$ cat src/rtl/bios_upload_if.sv
// Fetch-side memory bus and IO-controller upload port of bios_upload.
// master = the uploader, slave = the memory / IO controller side.
interface bios_upload_if;
  logic [13:0] mem_addr;
  logic        mem_req;
  logic        mem_ack;
  logic [15:0] mem_din;
  logic        ioctl_upload;
  logic [24:0] ioctl_addr;
  logic [7:0]  ioctl_din;
  logic        ioctl_rd;

  modport master (
    output mem_addr, mem_req, ioctl_upload, ioctl_addr, ioctl_din,
    input  mem_ack, mem_din, ioctl_rd
  );

  modport slave (
    input  mem_addr, mem_req, ioctl_upload, ioctl_addr, ioctl_din,
    output mem_ack, mem_din, ioctl_rd
  );
endinterface

$ cat src/rtl/bios_upload.sv
// Streams word_count 16-bit words from memory to the IO controller as bytes,
// low byte first, through a circular word buffer of BUF_WORDS entries.
module bios_upload #(
  parameter int BUF_WORDS = 64
) (
  input  logic         clk_sdr,
  input  logic         reset,
  input  logic         start,
  input  logic [13:0]  word_count,
  output logic         busy,
  output logic         done,
  output logic         underrun,
  bios_upload_if.master bus
);

  localparam int PTR_W = $clog2(BUF_WORDS);
  localparam int OCC_W = PTR_W + 1;

  localparam logic [1:0] ST_IDLE   = 2'd0;
  localparam logic [1:0] ST_RUN    = 2'd1;
  localparam logic [1:0] ST_FINISH = 2'd2;

  logic [15:0] buf_mem [BUF_WORDS];

  logic [1:0]       state_reg,      state_next;
  logic [14:0]      count_reg,      count_next;
  logic [14:0]      fetched_reg,    fetched_next;
  logic [13:0]      mem_addr_reg,   mem_addr_next;
  logic [PTR_W-1:0] wr_ptr_reg,     wr_ptr_next;
  logic [PTR_W-1:0] rd_ptr_reg,     rd_ptr_next;
  logic [OCC_W-1:0] occ_reg,        occ_next;
  logic [24:0]      ioctl_addr_reg, ioctl_addr_next;
  logic [7:0]       ioctl_din_reg,  ioctl_din_next;
  logic             underrun_reg,   underrun_next;

  logic        mem_req_w;
  logic        ack_take;
  logic        rd_take;
  logic        rd_starve;
  logic        word_free;
  logic        last_byte;
  logic [14:0] fetched_inc;
  logic [24:0] last_addr;
  logic [15:0] head_word;

  assign mem_req_w   = (state_reg == ST_RUN) && (fetched_reg < count_reg)
                       && (occ_reg < OCC_W'(BUF_WORDS));
  assign ack_take    = mem_req_w && bus.mem_ack;
  assign rd_take     = (state_reg == ST_RUN) && bus.ioctl_rd && (occ_reg != '0);
  assign rd_starve   = (state_reg == ST_RUN) && bus.ioctl_rd && (occ_reg == '0);
  assign word_free   = rd_take && ioctl_addr_reg[0];
  assign last_addr   = {9'd0, count_reg, 1'b0} - 25'd1;
  assign last_byte   = rd_take && (ioctl_addr_reg == last_addr);
  assign fetched_inc = fetched_reg + 15'd1;

  always_comb begin
    state_next      = state_reg;
    count_next      = count_reg;
    fetched_next    = fetched_reg;
    mem_addr_next   = mem_addr_reg;
    wr_ptr_next     = wr_ptr_reg;
    rd_ptr_next     = rd_ptr_reg;
    occ_next        = occ_reg;
    ioctl_addr_next = ioctl_addr_reg;
    underrun_next   = underrun_reg;

    case (state_reg)
      ST_IDLE: begin
        if (start) begin
          state_next      = ST_RUN;
          count_next      = (word_count == 14'd0) ? 15'd16384 : {1'b0, word_count};
          fetched_next    = '0;
          mem_addr_next   = '0;
          wr_ptr_next     = '0;
          rd_ptr_next     = '0;
          occ_next        = '0;
          ioctl_addr_next = '0;
          underrun_next   = 1'b0;
        end
      end
      ST_RUN: begin
        if (ack_take) begin
          wr_ptr_next  = wr_ptr_reg + PTR_W'(1);
          fetched_next = fetched_inc;
          // The address parks on the final word instead of running past it.
          if (fetched_inc < count_reg)
            mem_addr_next = mem_addr_reg + 14'd1;
        end
        if (rd_take)
          ioctl_addr_next = ioctl_addr_reg + 25'd1;
        if (word_free)
          rd_ptr_next = rd_ptr_reg + PTR_W'(1);
        occ_next = occ_reg + OCC_W'(ack_take) - OCC_W'(word_free);
        if (rd_starve)
          underrun_next = 1'b1;
        if (last_byte)
          state_next = ST_FINISH;
      end
      ST_FINISH: state_next = ST_IDLE;
      default:   state_next = ST_IDLE;
    endcase
  end

  // A word written this cycle at the next read slot is forwarded straight
  // from mem_din so the byte shows up the cycle after the write.
  always_comb begin
    head_word = buf_mem[rd_ptr_next];
    if (ack_take && (wr_ptr_reg == rd_ptr_next))
      head_word = bus.mem_din;
    if (occ_next == '0)
      ioctl_din_next = 8'hFF;
    else if (ioctl_addr_next[0])
      ioctl_din_next = head_word[15:8];
    else
      ioctl_din_next = head_word[7:0];
  end

  always_ff @(posedge clk_sdr) begin
    if (ack_take)
      buf_mem[wr_ptr_reg] <= bus.mem_din;
  end

  always_ff @(posedge clk_sdr) begin
    if (reset) begin
      state_reg      <= ST_IDLE;
      count_reg      <= '0;
      fetched_reg    <= '0;
      mem_addr_reg   <= '0;
      wr_ptr_reg     <= '0;
      rd_ptr_reg     <= '0;
      occ_reg        <= '0;
      ioctl_addr_reg <= '0;
      ioctl_din_reg  <= 8'hFF;
      underrun_reg   <= 1'b0;
    end else begin
      state_reg      <= state_next;
      count_reg      <= count_next;
      fetched_reg    <= fetched_next;
      mem_addr_reg   <= mem_addr_next;
      wr_ptr_reg     <= wr_ptr_next;
      rd_ptr_reg     <= rd_ptr_next;
      occ_reg        <= occ_next;
      ioctl_addr_reg <= ioctl_addr_next;
      ioctl_din_reg  <= ioctl_din_next;
      underrun_reg   <= underrun_next;
    end
  end

  assign busy             = (state_reg != ST_IDLE);
  assign done             = (state_reg == ST_FINISH);
  assign underrun         = underrun_reg;
  assign bus.mem_addr     = mem_addr_reg;
  assign bus.mem_req      = mem_req_w;
  assign bus.ioctl_upload = (state_reg == ST_RUN);
  assign bus.ioctl_addr   = ioctl_addr_reg;
  assign bus.ioctl_din    = ioctl_din_reg;

endmodule

$ cat src/flat_wrapper.sv
// flat-port wrapper written by rule: the top's interface ports become plain ports
module bios_upload_flat 
#(
  parameter int BUF_WORDS = 64
)
  (clk_sdr, reset, start, word_count, busy, done, underrun, bus_mem_addr, bus_mem_req, bus_ioctl_upload, bus_ioctl_addr, bus_ioctl_din, bus_mem_ack, bus_mem_din, bus_ioctl_rd);
  bios_upload_if bus_i ();
  input  logic clk_sdr;
  input  logic reset;
  input  logic start;
  input  logic [13:0] word_count;
  output logic busy;
  output logic done;
  output logic underrun;
  output wire logic [$bits(bus_i.mem_addr)-1:0] bus_mem_addr;
  output wire logic [$bits(bus_i.mem_req)-1:0] bus_mem_req;
  output wire logic [$bits(bus_i.ioctl_upload)-1:0] bus_ioctl_upload;
  output wire logic [$bits(bus_i.ioctl_addr)-1:0] bus_ioctl_addr;
  output wire logic [$bits(bus_i.ioctl_din)-1:0] bus_ioctl_din;
  input wire logic [$bits(bus_i.mem_ack)-1:0] bus_mem_ack;
  input wire logic [$bits(bus_i.mem_din)-1:0] bus_mem_din;
  input wire logic [$bits(bus_i.ioctl_rd)-1:0] bus_ioctl_rd;
  assign bus_mem_addr = bus_i.mem_addr;
  assign bus_mem_req = bus_i.mem_req;
  assign bus_ioctl_upload = bus_i.ioctl_upload;
  assign bus_ioctl_addr = bus_i.ioctl_addr;
  assign bus_ioctl_din = bus_i.ioctl_din;
  assign bus_i.mem_ack = bus_mem_ack;
  assign bus_i.mem_din = bus_mem_din;
  assign bus_i.ioctl_rd = bus_ioctl_rd;
  bios_upload #(.BUF_WORDS(BUF_WORDS)) u_core (.clk_sdr(clk_sdr), .reset(reset), .start(start), .word_count(word_count), .busy(busy), .done(done), .underrun(underrun), .bus(bus_i));
endmodule
$ cat config.mk
export PLATFORM = sky130hd
export DESIGN_NAME = bios_upload_flat
export DESIGN_NICKNAME = d
export VERILOG_FILES = /design/src/rtl/bios_upload_if.sv /design/src/rtl/bios_upload.sv /design/src/flat_wrapper.sv
export SDC_FILE = /design/constraint.sdc
export NUM_CORES = 2
export LEC_CHECK = 0
export BUFFER_PORTS_ARGS = -buffer_cell sky130_fd_sc_hd__buf_2
export CAP_MARGIN = 20
export CORE_ASPECT_RATIO = 1.1
export CORE_MARGIN = 2
export CORE_UTILIZATION = 40
export DETAILED_ROUTE_END_ITERATION = 10
export PLACE_DENSITY = 0.58
export REMOVE_ABC_BUFFERS = 1
export SYNTH_ARGS = -nofsm -noshare
export SYNTH_HDL_FRONTEND = slang
export SYNTH_SLANG_ARGS = --single-unit
export TNS_END_PERCENT = 30
$ cat constraint.sdc
create_clock -name clk_sdr -period 6.2 [get_ports clk_sdr]
set_input_delay 1.24 -clock clk_sdr [delete_from_list [all_inputs] [get_ports clk_sdr]]
set_output_delay 1.24 -clock clk_sdr [all_outputs]
set_load 0.03 [all_outputs]
==> Word-level counts from Yosys, hierarchy flattened <==
Memory sizes are Yosys's and may differ from the RTL's.
Index checks and enable logic that the tools add are counted.
{ "totals": {"register_bits": 99, "ramBits": 1024, "inputBits": 35, "output_inout_bits": 52, "mem_count": 1} }
{ "op_classes": {"add_sub_neg": 8, "order_cmp": 3, "eq_ne": 10, "n_mux": 29, "reduce_logical": 23} }
{ "memory_table": {"columns": ["name", "words", "width", "rd", "rd_ports_with_merged_regs", "wr", "line_no", "source"], "rows": [
  ["u_core.buf_mem", 64, 16, 1, 0, 1, "bios_upload.sv:23", "logic [15:0] buf_mem [BUF_WORDS];"]
]} }
{ "op_table": {"columns": ["operator", "n"], "rows": [
  ["25-bit 2-to-1 mux", 2],
  ["25-bit one-hot mux with 2 select lines", 1],
  ["15-bit 2-to-1 mux", 3],
  ["14-bit 2-to-1 mux", 3],
  ["15-bit less-than comparator", 2],
  ["15-bit one-hot mux with 2 select lines", 1],
  ["14-bit one-hot mux with 2 select lines", 1],
  ["25-bit by 1-bit adder with 25-bit output (second input constant)", 1],
  ["25-bit equality test", 1],
  ["6-bit 2-to-1 mux", 4],
  ["6-bit one-hot mux with 2 select lines", 2],
  ["16-bit by 1-bit subtractor with 17-bit output (second input constant)", 1],
  ["16-bit 2-to-1 mux", 1],
  ["15-bit by 1-bit adder with 15-bit output (second input constant)", 1],
  ["14-bit by 1-bit adder with 14-bit output (second input constant)", 1],
  ["14-bit logical NOT", 1],
  ["7-bit logical NOT", 2],
  ["7-bit one-hot mux with 2 select lines", 1],
  ["6-bit by 1-bit adder with 6-bit output (second input constant)", 2],
  ["2-bit by 1-bit != test with 1-bit output (second input constant)", 5],
  ["1-bit logical AND", 9],
  ["3-bit AND reduction", 3],
  ["8-bit 2-to-1 mux", 1],
  ["7-bit by 1-bit adder with 7-bit output", 1],
  ["17 further kinds", 23]
]} }

==> Depth between registers and ports, before layout <==
{ "depth": {"word_depth": 10, "ltp_mapped": 23, "depth_no_buf": 20} }

==> Worst setup path after synthesis <==
OpenSTA, ideal clock, no wires.
{ "synth_timing": {"path_kind": "input-to-reg", "from": "input bus_ioctl_rd", "to": "register u_core.ioctl_din_reg[2], in the netlist u_core.bus.ioctl_din[2]", "setup_ns": 0.120, "t_arrival_ns": 4.811, "t_required_ns": 6.080, "path_slack_ns": 1.269, "path_stages": 18, "path_cell_list": "nand3_1 -> inv_1 -> clkbuf_1 -> ha_1 -> ha_1 -> inv_1 -> ha_1 -> inv_1 -> fa_1 -> nor2b_1 -> o311ai_0 -> and3_1 -> nor3_1 -> xnor2_1 -> nand2_1 -> a41oi_1 -> o221ai_1 -> a211o_1"} }
{ "synth_between": {"elab_chain_len": 9, "elab_cells_between_ends": 16, "cone_classes": "add/sub: 1; eq/ne: 1; mux: 7; reduce/logical: 6; memory: 1"} }
{ "synth_lines": {"columns": ["item", "line_no", "source"], "rows": [
  ["start, declared", "flat_wrapper.sv:22", "input wire logic [$bits(bus_i.ioctl_rd)-1:0] bus_ioctl_rd;"],
  ["1-bit logical AND (*) (2 in series)", "bios_upload.sv:49", "assign rd_take = (state_reg == ST_RUN) && bus.ioctl_rd && (occ_reg != '0);"],
  ["parallel branches: the longest is 7 deep, another holds memory 64 x 16 bit", null, null],
  ["end signal, assigned", "bios_upload.sv:144", "ioctl_din_reg <= ioctl_din_next;"],
  ["end, declared", "bios_upload.sv:33", "logic [7:0] ioctl_din_reg, ioctl_din_next;"]
]} }
Every way passes the cells marked *. The select of a mux whose other input is x is not followed.
A chain may end at the register's enable or synchronous reset.

==> Worst setup path after layout <==
{ "layout_timing": {"from": "register u_core.state_reg[0]", "to": "register u_core.ioctl_din_reg[7], in the netlist u_core.bus.ioctl_din[7]"} }
{ "layout_between": {"elab_chain_len": 10, "elab_cells_between_ends": 22, "cone_classes": "add/sub: 2; eq/ne: 2; mux: 7; reduce/logical: 10; memory: 1"} }
{ "layout_lines": {"columns": ["item", "line_no", "source"], "rows": [
  ["start, declared", "bios_upload.sv:25", "logic [1:0] state_reg, state_next;"],
  ["start signal, assigned", "bios_upload.sv:136", "state_reg <= state_next;"],
  ["parallel branches: the longest is 10 deep, another holds 7-bit by 1-bit adder with 7-bit output", null, null]
]} }
Parallel ways; which one is timed is not known. The select of a mux whose other input is x is not followed.

==> qor.log <==
[timing] Pins Over Slew Limit 0
[yosys] per-instance average area after synthesis 12.9 µm²
[yosys] Cell Area, Synth 47,000 µm²
[floorplan] die height 364 µm
[detailed_routing] average vias per placed instance 5.67
[placement] post-placement worst setup slack 0.628 ns
[power] worst voltage drop across the vdd grid 0.000218 V
[timing] smallest setup slack after layout 1.14 ns
[layout] fraction of layout cells with a size suffix above 1 12.6%
[floorplan] die footprint 120,000 µm²
[global_routing] maximum number of pins on one net before global-route repair 87
[global_routing] overall routing resource usage 22.1%
[detailed_routing] average wire length per cell after detail routing 24.9 µm
[floorplan] Initial Utilization 40.4%
[detailed_routing] remaining number of nets flagged by the antenna check after routing 0
[timing] Final min period 5.06 ns
[cts] H-tree levels 3
[layout] total area of sequential cells 32,700 µm²
[timing] Total Neg Setup Slack 0 ns
[critical_path] maximum fanout along the worst path 44
[global_routing] vias in the first global route 29,500
[timing] unrepaired setup endpoints after global routing no
[detailed_routing] TritonRoute pass-1 iters 7
[layout] synthesis-to-layout area growth 14.0%
[timing] worst-margin pin slew 1.34 ns
[layout] nets 3,872
[placement] count of port buffers added during placement 86
[cts] number of clock sinks 1,123
[detailed_routing] total wirelength of the detailed-routed design 135,000 µm
[placement] sum of net half-perimeters after detailed placement 81,500 µm
[detailed_routing] Residual DRC 0
[yosys] cell type with the largest total area after synthesis sky130_fd_sc_hd__edfxtp_1
[min_path] worst hold-check path type flip-flop to flip-flop
[placement] final weighted congestion in routability-driven placement 0.897
[cts] clock latency on the worst-skew pair 0.73 ns
[yosys] number of enable-type register cells in the synthesized netlist 1,024
[timing] final hold violation count 0
[cts] Setup Buffers After CTS 0
[global_routing] global-route wire length before repair 197,000 µm
[yosys] number of cells produced by synthesis 3,641
[floorplan] num ports 87
[global_routing] number of antenna violations at the first check in global routing 5
[yosys] share of synthesized flip-flops with an asynchronous set or reset 0%
[timing] Max Freq 0.198 GHz
[power] power density relative to cell area 287 nW/µm²
[power] Overall Power 0.0154 W
[critical_path] required time at the endpoint of the critical path 6.85 ns
[cts] clock slew at reported path FFs 0.06 ns
[flow_run] Maximum Capacitance Violations 0
[yosys] main flop type after synthesis sky130_fd_sc_hd__edfxtp_1
[timing] Setup Viol. Count Final 0
[yosys] sequential element share of the synthesized area 69.6%
[detailed_routing] DR iter-0 viols 3,171
[layout] number of flip-flops under the largest register name 1,024
[yosys] top cells by area in the synthesized netlist sky130_fd_sc_hd__edfxtp_1 (65%), sky130_fd_sc_hd__nand2_1 (6.5%), sky130_fd_sc_hd__dfxtp_1 (4.2%), sky130_fd_sc_hd__nand3_1 (4.1%), sky130_fd_sc_hd__mux2i_1 (2.9%)
[outcome] result of the run finished clean
[timing] max_slew headroom 10.3%
[detailed_routing] via total after detailed routing 30,700
[yosys] fraction of synthesized cell area taken by the top area cell type 65.4%
[critical_path] critical path class flip-flop to flip-flop
[yosys] Warnings, synthesis 0
[critical_path] worst endpoint data arrival time 5.71 ns
[cts] hold-fix buffers at CTS 0
[layout] count of fill cells added during filler insertion 10,400
[yosys] Yosys reg bits 1,123
[global_routing] GRT overflow 0
[floorplan] Die W 331 µm
[timing] final setup skew 0.0658 ns
[layout] final design utilization 46.1%
[power] static power due to leakage 19.1 nW
[floorplan] number of rows created at floorplan 131
[cts] CTS resizes 0
[cts] Clock Tree Root sky130_fd_sc_hd__clkbuf_16
[cts] clock tree from TritonCTS built
[layout] multi-input logic area 13,200 µm²
[cts] maximum root-to-sink buffer count 3
[cts] total CTS buffers 114
[yosys] number of distinct library cells after synthesis 74
[floorplan] core region area 116,000 µm²
[critical_path] critical path endpoint category flip-flop
[timing] share of the clock period used by the worst path after layout 81.5%
[critical_path] critical path launch point type flip-flop
[through the flow]
| step | hold slack, ns | instances | instance area, µm² |
|---|---|---|---|
| after floorplan | 0.456 | 3413 | 46000 |
| after global placement | 0.462 | 5205 | 50000 |
| after detailed placement | 0.475 | 5205 | 50000 |
| after CTS | 0.483 | 5416 | 53600 |
| after global routing | 0.522 | 5416 | 53600 |
| final | 0.478 | 5418 | 53600 |
[Yosys cell counts, types with 5 or more instances]
| library cell | n |
|---|---|
| sky130_fd_sc_hd__edfxtp_1 | 1024 |
| sky130_fd_sc_hd__nand2_1 | 814 |
| sky130_fd_sc_hd__nand3_1 | 385 |
| sky130_fd_sc_hd__nor2_1 | 153 |
| sky130_fd_sc_hd__mux2i_1 | 136 |
| sky130_fd_sc_hd__clkbuf_1 | 105 |
| sky130_fd_sc_hd__dfxtp_1 | 99 |
| sky130_fd_sc_hd__buf_2 | 81 |
| sky130_fd_sc_hd__a21oi_1 | 74 |
| sky130_fd_sc_hd__a311oi_1 | 60 |
| sky130_fd_sc_hd__and3_1 | 59 |
| sky130_fd_sc_hd__inv_1 | 53 |
| sky130_fd_sc_hd__ha_1 | 44 |
| sky130_fd_sc_hd__a2111oi_0 | 43 |
| sky130_fd_sc_hd__o21ai_0 | 42 |
| sky130_fd_sc_hd__a31oi_1 | 39 |
| sky130_fd_sc_hd__xnor2_1 | 38 |
| sky130_fd_sc_hd__mux4_2 | 33 |
| sky130_fd_sc_hd__nand4_1 | 26 |
| sky130_fd_sc_hd__nor3_1 | 23 |
| sky130_fd_sc_hd__xor2_1 | 23 |
| sky130_fd_sc_hd__buf_1 | 21 |
| sky130_fd_sc_hd__buf_4 | 19 |
| sky130_fd_sc_hd__a32oi_1 | 16 |
| sky130_fd_sc_hd__or3_1 | 13 |
| sky130_fd_sc_hd__nor4_1 | 12 |
| sky130_fd_sc_hd__nor2b_1 | 11 |
| sky130_fd_sc_hd__o211ai_1 | 11 |
| sky130_fd_sc_hd__a211oi_1 | 10 |
| sky130_fd_sc_hd__a21o_1 | 10 |
| sky130_fd_sc_hd__o21a_1 | 10 |
| sky130_fd_sc_hd__a22o_1 | 9 |
| sky130_fd_sc_hd__a311o_1 | 9 |
| sky130_fd_sc_hd__and2_1 | 9 |
| sky130_fd_sc_hd__o2111ai_1 | 9 |
| sky130_fd_sc_hd__nand2b_1 | 7 |
| sky130_fd_sc_hd__o22ai_1 | 7 |
| sky130_fd_sc_hd__o31ai_1 | 7 |
| sky130_fd_sc_hd__a221oi_1 | 6 |
| sky130_fd_sc_hd__a22oi_1 | 6 |
| sky130_fd_sc_hd__nand3b_1 | 6 |
| sky130_fd_sc_hd__o41ai_1 | 6 |
| sky130_fd_sc_hd__or4_1 | 6 |
| sky130_fd_sc_hd__nand4b_1 | 5 |
| sky130_fd_sc_hd__nor4b_1 | 5 |
[final cells by class]
class / instances / area share (%)
Sequential cell: 1123 / 61.0
Multi-Input combinational cell: 2237 / 24.6
Clock buffer: 140 / 5.58
Timing Repair Buffer: 263 / 3.61
Tap cell: 1529 / 3.57
Clock inverter: 71 / 1.25
Inverter: 53 / 0.371
Antenna cell: 2 / 0.00933
[path summary, 6_finish.rpt]
check | cells after the start | endpoint | startpoint | slack [ns]
max | 17 | u_core.bus.ioctl_din[7] | u_core.state_reg[0] | 1.14
min | 2 | u_core.bus.mem_addr[13] | u_core.bus.mem_addr[13] | 0.48
max reg2reg | 17 | u_core.bus.ioctl_din[7] | u_core.state_reg[0] | 1.14
min reg2reg | 2 | u_core.bus.mem_addr[13] | u_core.bus.mem_addr[13] | 0.48
[cells by family after synthesis]
group / Yosys count / share of synthesized area (%)
and+or+nand+nor: 1552 / 14.6
DFF: 1123 / 69.6
AOI/OAI and AO/OA: 408 / 6.30
buffers and inverters: 281 / 2.64
muxes: 171 / 4.52
xor gates and xnor gates: 61 / 1.14
adders and majority gates: 45 / 1.21
[cells in the final DEF, fill, tap and decap left out, types with 11 or more instances in the layout]
cell / synthesis / final
sky130_fd_sc_hd__a32oi_1: 16 / 16
sky130_fd_sc_hd__buf_2: 81 / 86
sky130_fd_sc_hd__clkinv_1: 0 / 24
sky130_fd_sc_hd__o211ai_1: 11 / 11
sky130_fd_sc_hd__a31oi_1: 39 / 39
sky130_fd_sc_hd__or3_1: 13 / 13
sky130_fd_sc_hd__xnor2_1: 38 / 38
sky130_fd_sc_hd__nand4_1: 26 / 26
sky130_fd_sc_hd__clkbuf_1: 105 / 24
sky130_fd_sc_hd__nand2_1: 814 / 812
sky130_fd_sc_hd__a2111oi_0: 43 / 43
sky130_fd_sc_hd__mux4_2: 33 / 33
sky130_fd_sc_hd__nor4_1: 12 / 11
sky130_fd_sc_hd__clkinv_2: 0 / 27
sky130_fd_sc_hd__edfxtp_1: 1024 / 1024
sky130_fd_sc_hd__inv_1: 53 / 53
sky130_fd_sc_hd__a21oi_1: 74 / 74
sky130_fd_sc_hd__a311oi_1: 60 / 60
sky130_fd_sc_hd__buf_4: 19 / 163
sky130_fd_sc_hd__dfxtp_1: 99 / 99
sky130_fd_sc_hd__buf_12: 0 / 14
sky130_fd_sc_hd__nor3_1: 23 / 23
sky130_fd_sc_hd__and3_1: 59 / 59
sky130_fd_sc_hd__clkbuf_16: 0 / 116
sky130_fd_sc_hd__xor2_1: 23 / 23
sky130_fd_sc_hd__mux2i_1: 136 / 135
sky130_fd_sc_hd__nand3_1: 385 / 385
sky130_fd_sc_hd__ha_1: 44 / 44
sky130_fd_sc_hd__o21ai_0: 42 / 41
sky130_fd_sc_hd__nor2b_1: 11 / 11
sky130_fd_sc_hd__nor2_1: 153 / 142
[worst max-delay path, cell delays in order (launching register included)]
cell,delay (ns)
sky130_fd_sc_hd__dfxtp_1,0.60
sky130_fd_sc_hd__nand2b_1,0.13
sky130_fd_sc_hd__inv_1,0.09
sky130_fd_sc_hd__nand3_1,0.10
sky130_fd_sc_hd__inv_1,0.10
sky130_fd_sc_hd__ha_1,0.34
sky130_fd_sc_hd__and3b_1,0.41
sky130_fd_sc_hd__a211oi_4,0.55
sky130_fd_sc_hd__buf_12,0.27
sky130_fd_sc_hd__buf_12,0.26
sky130_fd_sc_hd__buf_4,0.27
sky130_fd_sc_hd__mux2i_1,0.09
sky130_fd_sc_hd__mux4_2,0.48
sky130_fd_sc_hd__a21oi_1,0.15
sky130_fd_sc_hd__or3b_1,0.45
sky130_fd_sc_hd__a31oi_1,0.41
sky130_fd_sc_hd__o31ai_1,0.13
sky130_fd_sc_hd__o211ai_1,0.16
[metal layers]
| layer | wire (µm) | part of all wire [%] | global-route usage (%) | up-vias |
|---|---|---|---|---|
| met4 | 5060 | 3.8 | 7.98 | 4 |
| li1 | - | - | - | 13900 |
| met1 | 55800 | 41 | 29.6 | 15400 |
| met2 | 63900 | 47 | 36.2 | 1197 |
| met3 | 10100 | 7.5 | 3.70 | 236 |
| met5 | 86 | 0.064 | 0.161 | - |
[report_power, final]
part           switching, W  internal [W]
Sequential        0.0000183       0.00827
Combinational      0.000276     0.0000838
Clock               0.00291       0.00384
Total               0.00321        0.0122
No activity file was read; power rests on OpenSTA's default activity.
